<file path="src/rtl/led_arbiter.sv">
// Round-robin arbiter that gives one of NREQ sources the 4-bit LED bank, with a minimum
// tenure before preemption and a one-cycle blank gap on every ownership change.
module led_arbiter #(
  parameter int unsigned NREQ         = 3,
  parameter int unsigned HOLD_CYCLES  = 1000,
  parameter logic [3:0]  IDLE_PATTERN = 4'b0000
) (
  input  logic              clk,
  input  logic              reset,
  input  logic [NREQ-1:0]   req,
  input  logic [4*NREQ-1:0] data,
  output logic [NREQ-1:0]   gnt,
  output logic              owner_valid,
  output logic [1:0]        owner,
  output logic [3:0]        leds
);

  localparam int unsigned CntW = $clog2(HOLD_CYCLES + 1);
  localparam logic [CntW-1:0] HoldMax = CntW'(HOLD_CYCLES);

  typedef enum logic [1:0] {
    StIdle,
    StOwn,
    StGap
  } state_e;

  state_e          state_q, state_d;
  logic [NREQ-1:0] gnt_q, gnt_d;
  logic [1:0]      owner_q, owner_d;
  logic [1:0]      ptr_q, ptr_d;
  logic [CntW-1:0] cnt_q, cnt_d;
  logic [3:0]      leds_q, leds_d;

  logic            win_valid;
  logic [1:0]      win_idx;
  logic [3:0]      owner_data;
  logic            owner_req;
  logic            contender;
  logic            expired;

  // Search pointer+1 .. pointer+NREQ (mod NREQ); the last owner is considered last.
  always_comb begin
    win_valid = 1'b0;
    win_idx   = ptr_q;
    for (int off = 1; off <= int'(NREQ); off++) begin
      for (int i = 0; i < int'(NREQ); i++) begin
        if (!win_valid && req[i] && (i == (int'(ptr_q) + off) % int'(NREQ))) begin
          win_valid = 1'b1;
          win_idx   = 2'(i);
        end
      end
    end
  end

  always_comb begin
    owner_data = IDLE_PATTERN;
    for (int i = 0; i < int'(NREQ); i++) begin
      if (owner_q == 2'(i)) begin
        owner_data = data[4*i +: 4];
      end
    end
  end

  assign owner_req = |(req & gnt_q);
  assign contender = |(req & ~gnt_q);
  assign expired   = (cnt_q == HoldMax);

  always_comb begin
    state_d = state_q;
    gnt_d   = gnt_q;
    owner_d = owner_q;
    ptr_d   = ptr_q;
    cnt_d   = cnt_q;
    leds_d  = IDLE_PATTERN;

    case (state_q)
      StIdle, StGap: begin
        gnt_d   = '0;
        state_d = StIdle;
        if (win_valid) begin
          state_d = StOwn;
          owner_d = win_idx;
          ptr_d   = win_idx;
          cnt_d   = '0;
          for (int i = 0; i < int'(NREQ); i++) begin
            gnt_d[i] = (win_idx == 2'(i));
          end
        end
      end
      StOwn: begin
        // Voluntary release and expiry with a contender both end in the same gap.
        if (!owner_req || (expired && contender)) begin
          state_d = StGap;
          gnt_d   = '0;
        end else begin
          leds_d = owner_data;
          if (!expired) begin
            cnt_d = cnt_q + CntW'(1);
          end
        end
      end
      default: begin
        state_d = StIdle;
        gnt_d   = '0;
      end
    endcase
  end

  always_ff @(posedge clk) begin
    if (reset) begin
      state_q <= StIdle;
      gnt_q   <= '0;
      owner_q <= 2'd0;
      ptr_q   <= 2'(NREQ - 1);
      cnt_q   <= '0;
      leds_q  <= IDLE_PATTERN;
    end else begin
      state_q <= state_d;
      gnt_q   <= gnt_d;
      owner_q <= owner_d;
      ptr_q   <= ptr_d;
      cnt_q   <= cnt_d;
      leds_q  <= leds_d;
    end
  end

  assign gnt         = gnt_q;
  assign owner_valid = |gnt_q;
  assign owner       = owner_q;
  assign leds        = leds_q;

  gnt_onehot: assert property (@(posedge clk) disable iff (reset) $onehot0(gnt_q));

endmodule

</file>
<file path="config.mk">
export PLATFORM = sky130hd
export DESIGN_NAME = led_arbiter
export DESIGN_NICKNAME = d
export VERILOG_FILES = /design/src/rtl/led_arbiter.sv
export SDC_FILE = /design/constraint.sdc
export NUM_CORES = 1
export LEC_CHECK = 0
export ABC_AREA = 1
export ABC_CLOCK_PERIOD_IN_PS = 2800
export CAP_MARGIN = 20
export CORE_UTILIZATION = 46
export CTS_CLUSTER_DIAMETER = 80
export DETAILED_ROUTE_END_ITERATION = 8
export GPL_ROUTABILITY_DRIVEN = 0
export HOLD_SLACK_MARGIN = 0.02
export PLACE_DENSITY = 0.71
export SLEW_MARGIN = 20
export SYNTH_ARGS = -nofsm -noshare
export SYNTH_HDL_FRONTEND = slang
export SYNTH_SLANG_ARGS = --single-unit
</file>
<file path="constraint.sdc">
create_clock -name clk -period 2.8 [get_ports clk]
set_input_delay 0.28 -clock clk [delete_from_list [all_inputs] [get_ports clk]]
set_output_delay 0.28 -clock clk [all_outputs]
set_load 0.01 [all_outputs]
</file>
==> After elaboration in Yosys (flattened, before gate mapping) <==
Index checks and enable logic that the tools add are counted.
{ "totals": {"regBits": 23, "in_bits": 17, "output_inout_bits": 10, "elab_cells": 107} }
{ "classes": {"n_addsub": 4, "n_div": 3, "eq_ne": 17, "mux": 31, "bitwise_logic": 4, "reduce_logical": 42} }
{ "ops": {"columns": ["operator", "count"], "rows": [
  ["equality test 2 x 32 -> 1 bit, first input constant", 3],
  ["equality test 3 x 32 -> 1 bit, first input constant", 3],
  ["zero test 32 bit", 3],
  ["remainder unit 32 x 3 -> 32 bit, second input constant", 3],
  ["two-way mux 10 bit", 3],
  ["two-way mux 2 bit", 10],
  ["one-hot mux 10 bit (2 select lines)", 1],
  ["logical AND 1 bit", 18],
  ["two-way mux 4 bit", 3],
  ["OR reduction 3 bit", 4],
  ["adder 10 x 1 -> 10 bit, second input constant", 1],
  ["equality test 10 bit, second input constant", 1],
  ["two-way mux 1 bit", 10],
  ["zero test 1 bit", 9],
  ["inequality test 2 bit, second input constant", 4],
  ["adder 2 x 2 -> 3 bit, second input constant", 2],
  ["AND 3 bit", 2],
  ["equality test 2 x 1 -> 1 bit, second input constant", 3],
  ["equality test 2 bit, second input constant", 3],
  ["zero test 2 bit", 3],
  ["two-way mux 3 bit", 2],
  ["one-hot mux 3 bit (2 select lines)", 1],
  ["one-hot mux 2 bit (2 select lines)", 1],
  ["AND reduction 4 bit", 1],
  ["7 further kinds", 7]
]} }

==> Depth between registers and ports, before layout <==
{ "depth": {"ltp_word": 40, "mapped_depth": 14, "ltp_nobuf": 13} }

==> Worst setup path before layout <==
Ideal clock, no wire load.
{ "synth_timing": {"kind": "flip-flop to flip-flop", "from": "register, netlist name owner[0]", "to": "register ptr_q[1]", "setup_time_ns": 0.123, "arrival_ns": 1.908, "setup_slack_ns": 0.769, "stages_incl_launch_ff": 14, "n_path_buf": 1, "period_less_slack_ns": 2.031, "path_cell_list": "dfxtp_1 -> clkbuf_1 -> inv_1 -> ha_1 -> nand2_2 -> nand3_4 -> nor2_4 -> nand3_2 -> nor2_4 -> nand3_1 -> nand2_2 -> inv_2 -> nand2_2 -> o211ai_2"} }
{ "synth_lines": {"columns": ["element", "line", "text"], "rows": [
  ["to (signal assigned)", "114", "ptr_q <= 2'(NREQ - 1);"],
  ["to (signal assigned)", "121", "ptr_q <= ptr_d;"],
  ["to (decl)", "30", "logic [1:0] ptr_q, ptr_d;"]
]} }

==> reports/metrics.csv <==
stage;metric;value;unit
status;run status;finished clean;
layout;share of layout cells above drive strength 1;0.139;
sta;period utilization;0.824;
clocking;Num Clock Sinks;22;
sta;worst slew pin tran;0.517;ns
floorplan;io pins;27;
sta;Tmin final;2.31;ns
synthesis;syn_nets;264;
routing;1st-iter DRT viols;63;
synthesis;Mapped Cells;243;
clocking;CTS Buffer Depth;2;
sta;RSZ-0062 raised after global routing;false;
global_routing;vias in the first global route;1393;
hold_path;min-delay src;gnt[0];
floorplan;starting density of the core;0.502;
pwr;Pleak;0.000859;uW
routing;via count;1559;
synthesis;commonest register cell after synthesis;dfxtp_1;
sta;worst rel slew slack;0.654;
sta;Hold Fails Final Rpt;0;
sta;Final WS setup;0.494;ns
synthesis;synthesized flop and latch total;22;
global_routing;first-pass GRT wire length;6200;um
clocking;Worst-Skew Late Latency;0.31;ns
hold_path;Hold Path Class;reg -> reg;
worst_setup_path;r2r worst-path depth;12;
routing;final routed DRC violation total;0;
worst_setup_path;reg2reg setup slack;0.49;ns
sta;skew final;0.00152;ns
synthesis;top-area cell type share of the netlist area;0.278;
global_routing;total track usage;0.222;
place;DP Wirelength;2760;um
pwr;Peak supply drop;0.668;mV
clocking;# hold bufs at CTS;0;
global_routing;initial antenna violation count;0;
clocking;root buf cell;clkbuf_4;
hold_path;Hold Crit Depth;2;
floorplan;row count;20;
routing;TritonRoute pass-1 iters;4;
floorplan;Die Width;60.6;um
synthesis;FFs w/ async S/R, synth;0;
global_routing;total gr overflow;0;
synthesis;most common cell in the netlist;nand2_1;
floorplan;die height;60.6;um
worst_setup_path;reg2reg start;owner[0];
clocking;Setup Buffers After CTS;0;
worst_setup_path;CP arrival;2.53;ns
clocking;CTS clk-pin slew, worst paths;0.13;ns
routing;ANT nets after route;0;
synthesis;commonest cells in the netlist;nand2_1 (67), nand3_1 (26), inv_1 (24), dfxtp_1 (22), nand4_1 (19);
routing;via/cell ratio;5.01;
worst_setup_path;Worst EP required;3.03;ns
pwr;Pwr Total;2010;uW
sta;final count of negative-setup-slack endpoints;0;
routing;DR WL/cell;11.4;um
worst_setup_path;Worst Path Max Fanout;11;
synthesis;register area share after synthesis;0.278;
sta;Max Slew Vio Count;0;
synthesis;number of synthesized flops with an enable pin;0;
synthesis;top cells by area, synth;dfxtp_1 (28%), nand2_1 (16%), nand3_1 (8.2%);
place;dpl ws;0.533;ns
worst_setup_path;reg-to-reg endpoint;cnt_q[0];
worst_setup_path;Setup Crit Path Kind;reg -> reg;
clocking;cts bufs inserted;3;
worst_setup_path;Startpoint Class;flop;
pwr;pwr/cell area;1060;nW/um^2
clocking;H-tree depth;1;
layout;# fillers;331;
floorplan;total die area;3680;um^2
synthesis;post-synthesis cell type count;26;
global_routing;pin count of the biggest net entering global routing;15;
layout;Antenna Cells;0;
layout;Nets;289;
routing;Routed WL;3550;um
floorplan;Core ar.;3150;um^2
synthesis;Mapped Area;1580;um^2
worst_setup_path;Crit. End Element;flop;
clocking;post_cts resized;0;
sta;setup total negative slack;0;ns
sta;max frequency;434;MHz
hold_path;Hold Path Sink;gnt[0];
layout;Area Overhead vs Synth;20.2;%
synthesis;Yosys Warn Count;0;
run;total of max-cap violations;0;
place;port buffer count;26;
synthesis;post-synth top area cell;dfxtp_1;
synthesis;syn_area_per_cell;6.51;um^2
clocking;CTS tree;built;
-- through the flow --
| stage | area (um^2) | util | hold WS, ns | std cells |
|---|---|---|---|---|
| 2_1_floorplan | 1580 | - | 0.349 | 243 |
| 3_3_place_gp | 1850 | 0.586 | 0.480 | 307 |
| 3_5_place_dp | 1850 | 0.586 | 0.476 | 307 |
| 4_1_cts | 1900 | 0.603 | 0.497 | 311 |
| 5_1_grt | 1900 | 0.603 | 0.520 | 311 |
| 6_report | 1900 | 0.603 | 0.503 | 311 |
-- cells in the final DEF, fill, tap and decap left out --
cell type / instances
bufinv_16: 1
a31oi_1: 4
o211ai_2: 1
nor4_2: 1
inv_1: 24
o21ai_0: 6
nand3_4: 2
o21ai_1: 2
clkinv_1: 10
clkdlybuf4s50_1: 26
nand3b_2: 1
nand3_1: 26
nor2_4: 3
nand4_1: 19
nand2_2: 6
clkbuf_4: 3
ha_1: 4
nand4_4: 1
a21oi_1: 7
inv_2: 7
nand2_1: 67
nor3_1: 2
nor2_2: 10
dfxtp_1: 22
nand3_2: 1
nor2_1: 11
-- layer usage --
| layer | share of wire | vias to the layer above | global-route usage |
|---|---|---|---|
| met2 | 0.44 | 36 | 0.342 |
| met5 | 0 | - | 0 |
| met1 | 0.51 | 681 | 0.324 |
| met4 | 0.0059 | 0 | 0.0292 |
| li1 | - | 840 | - |
| met3 | 0.050 | 2 | 0.0490 |
-- state kept, by name (all words and copies together) (netlist names) --
signal,flops
leds,4
ptr_q,1
gnt,3
state_q,2
cnt_q,10
owner,2
-- how the worst max path moves through the flow --
stage,to,slack [ns],cells past startpoint,startpoint
after floorplan,ptr_q[1],0.77,13,owner[0]
after global routing,cnt_q[2],0.30,12,owner[0]
after detailed placement,cnt_q[0],0.53,12,owner[0]
final,cnt_q[0],0.49,12,owner[0]
after CTS,cnt_q[0],0.52,12,owner[0]
after global placement,cnt_q[6],0.63,12,owner[0]
-- critical path, cell delays in order, from the launching register on --
cell,delay (ns)
dfxtp_1,0.55
inv_1,0.19
ha_1,0.37
nand2_2,0.13
nand3_4,0.09
nor2_4,0.09
nand3_2,0.08
nor2_4,0.14
nand4_4,0.20
nand3_4,0.18
nand2_1,0.08
clkinv_1,0.07
nor2_2,0.04
-- logic make-up (layout without fill, tap and decap cells) --
family                     after synthesis  in the layout  synth area share
AOI/OAI and AO/OA                       20             20            0.0712
adders and majority gates                4              4            0.0316
buffers and inverters                   47             71             0.128
DFF                                     22             22             0.278
and+or+nand+nor                        150            150             0.490
-- layout make-up --
cell class,count,area [um^2],share of cell area
Multi-Input combinational cell,174,938,0.494
Sequential cell,22,440,0.232
Timing Repair Buffer,26,260,0.137
Inverter,41,154,0.0810
Tap cell,44,55.1,0.0290
Clock inverter,1,30.0,0.0158
Clock buffer,3,22.5,0.0118
-- power by group --
part / internal, uW / switching [uW] / total [uW]
Clock: 145 / 102 / 247
Combinational: 446 / 729 / 1180
Sequential: 434 / 152 / 586
Total: 1030 / 983 / 2010
No activity file was read; power rests on OpenSTA's default activity.
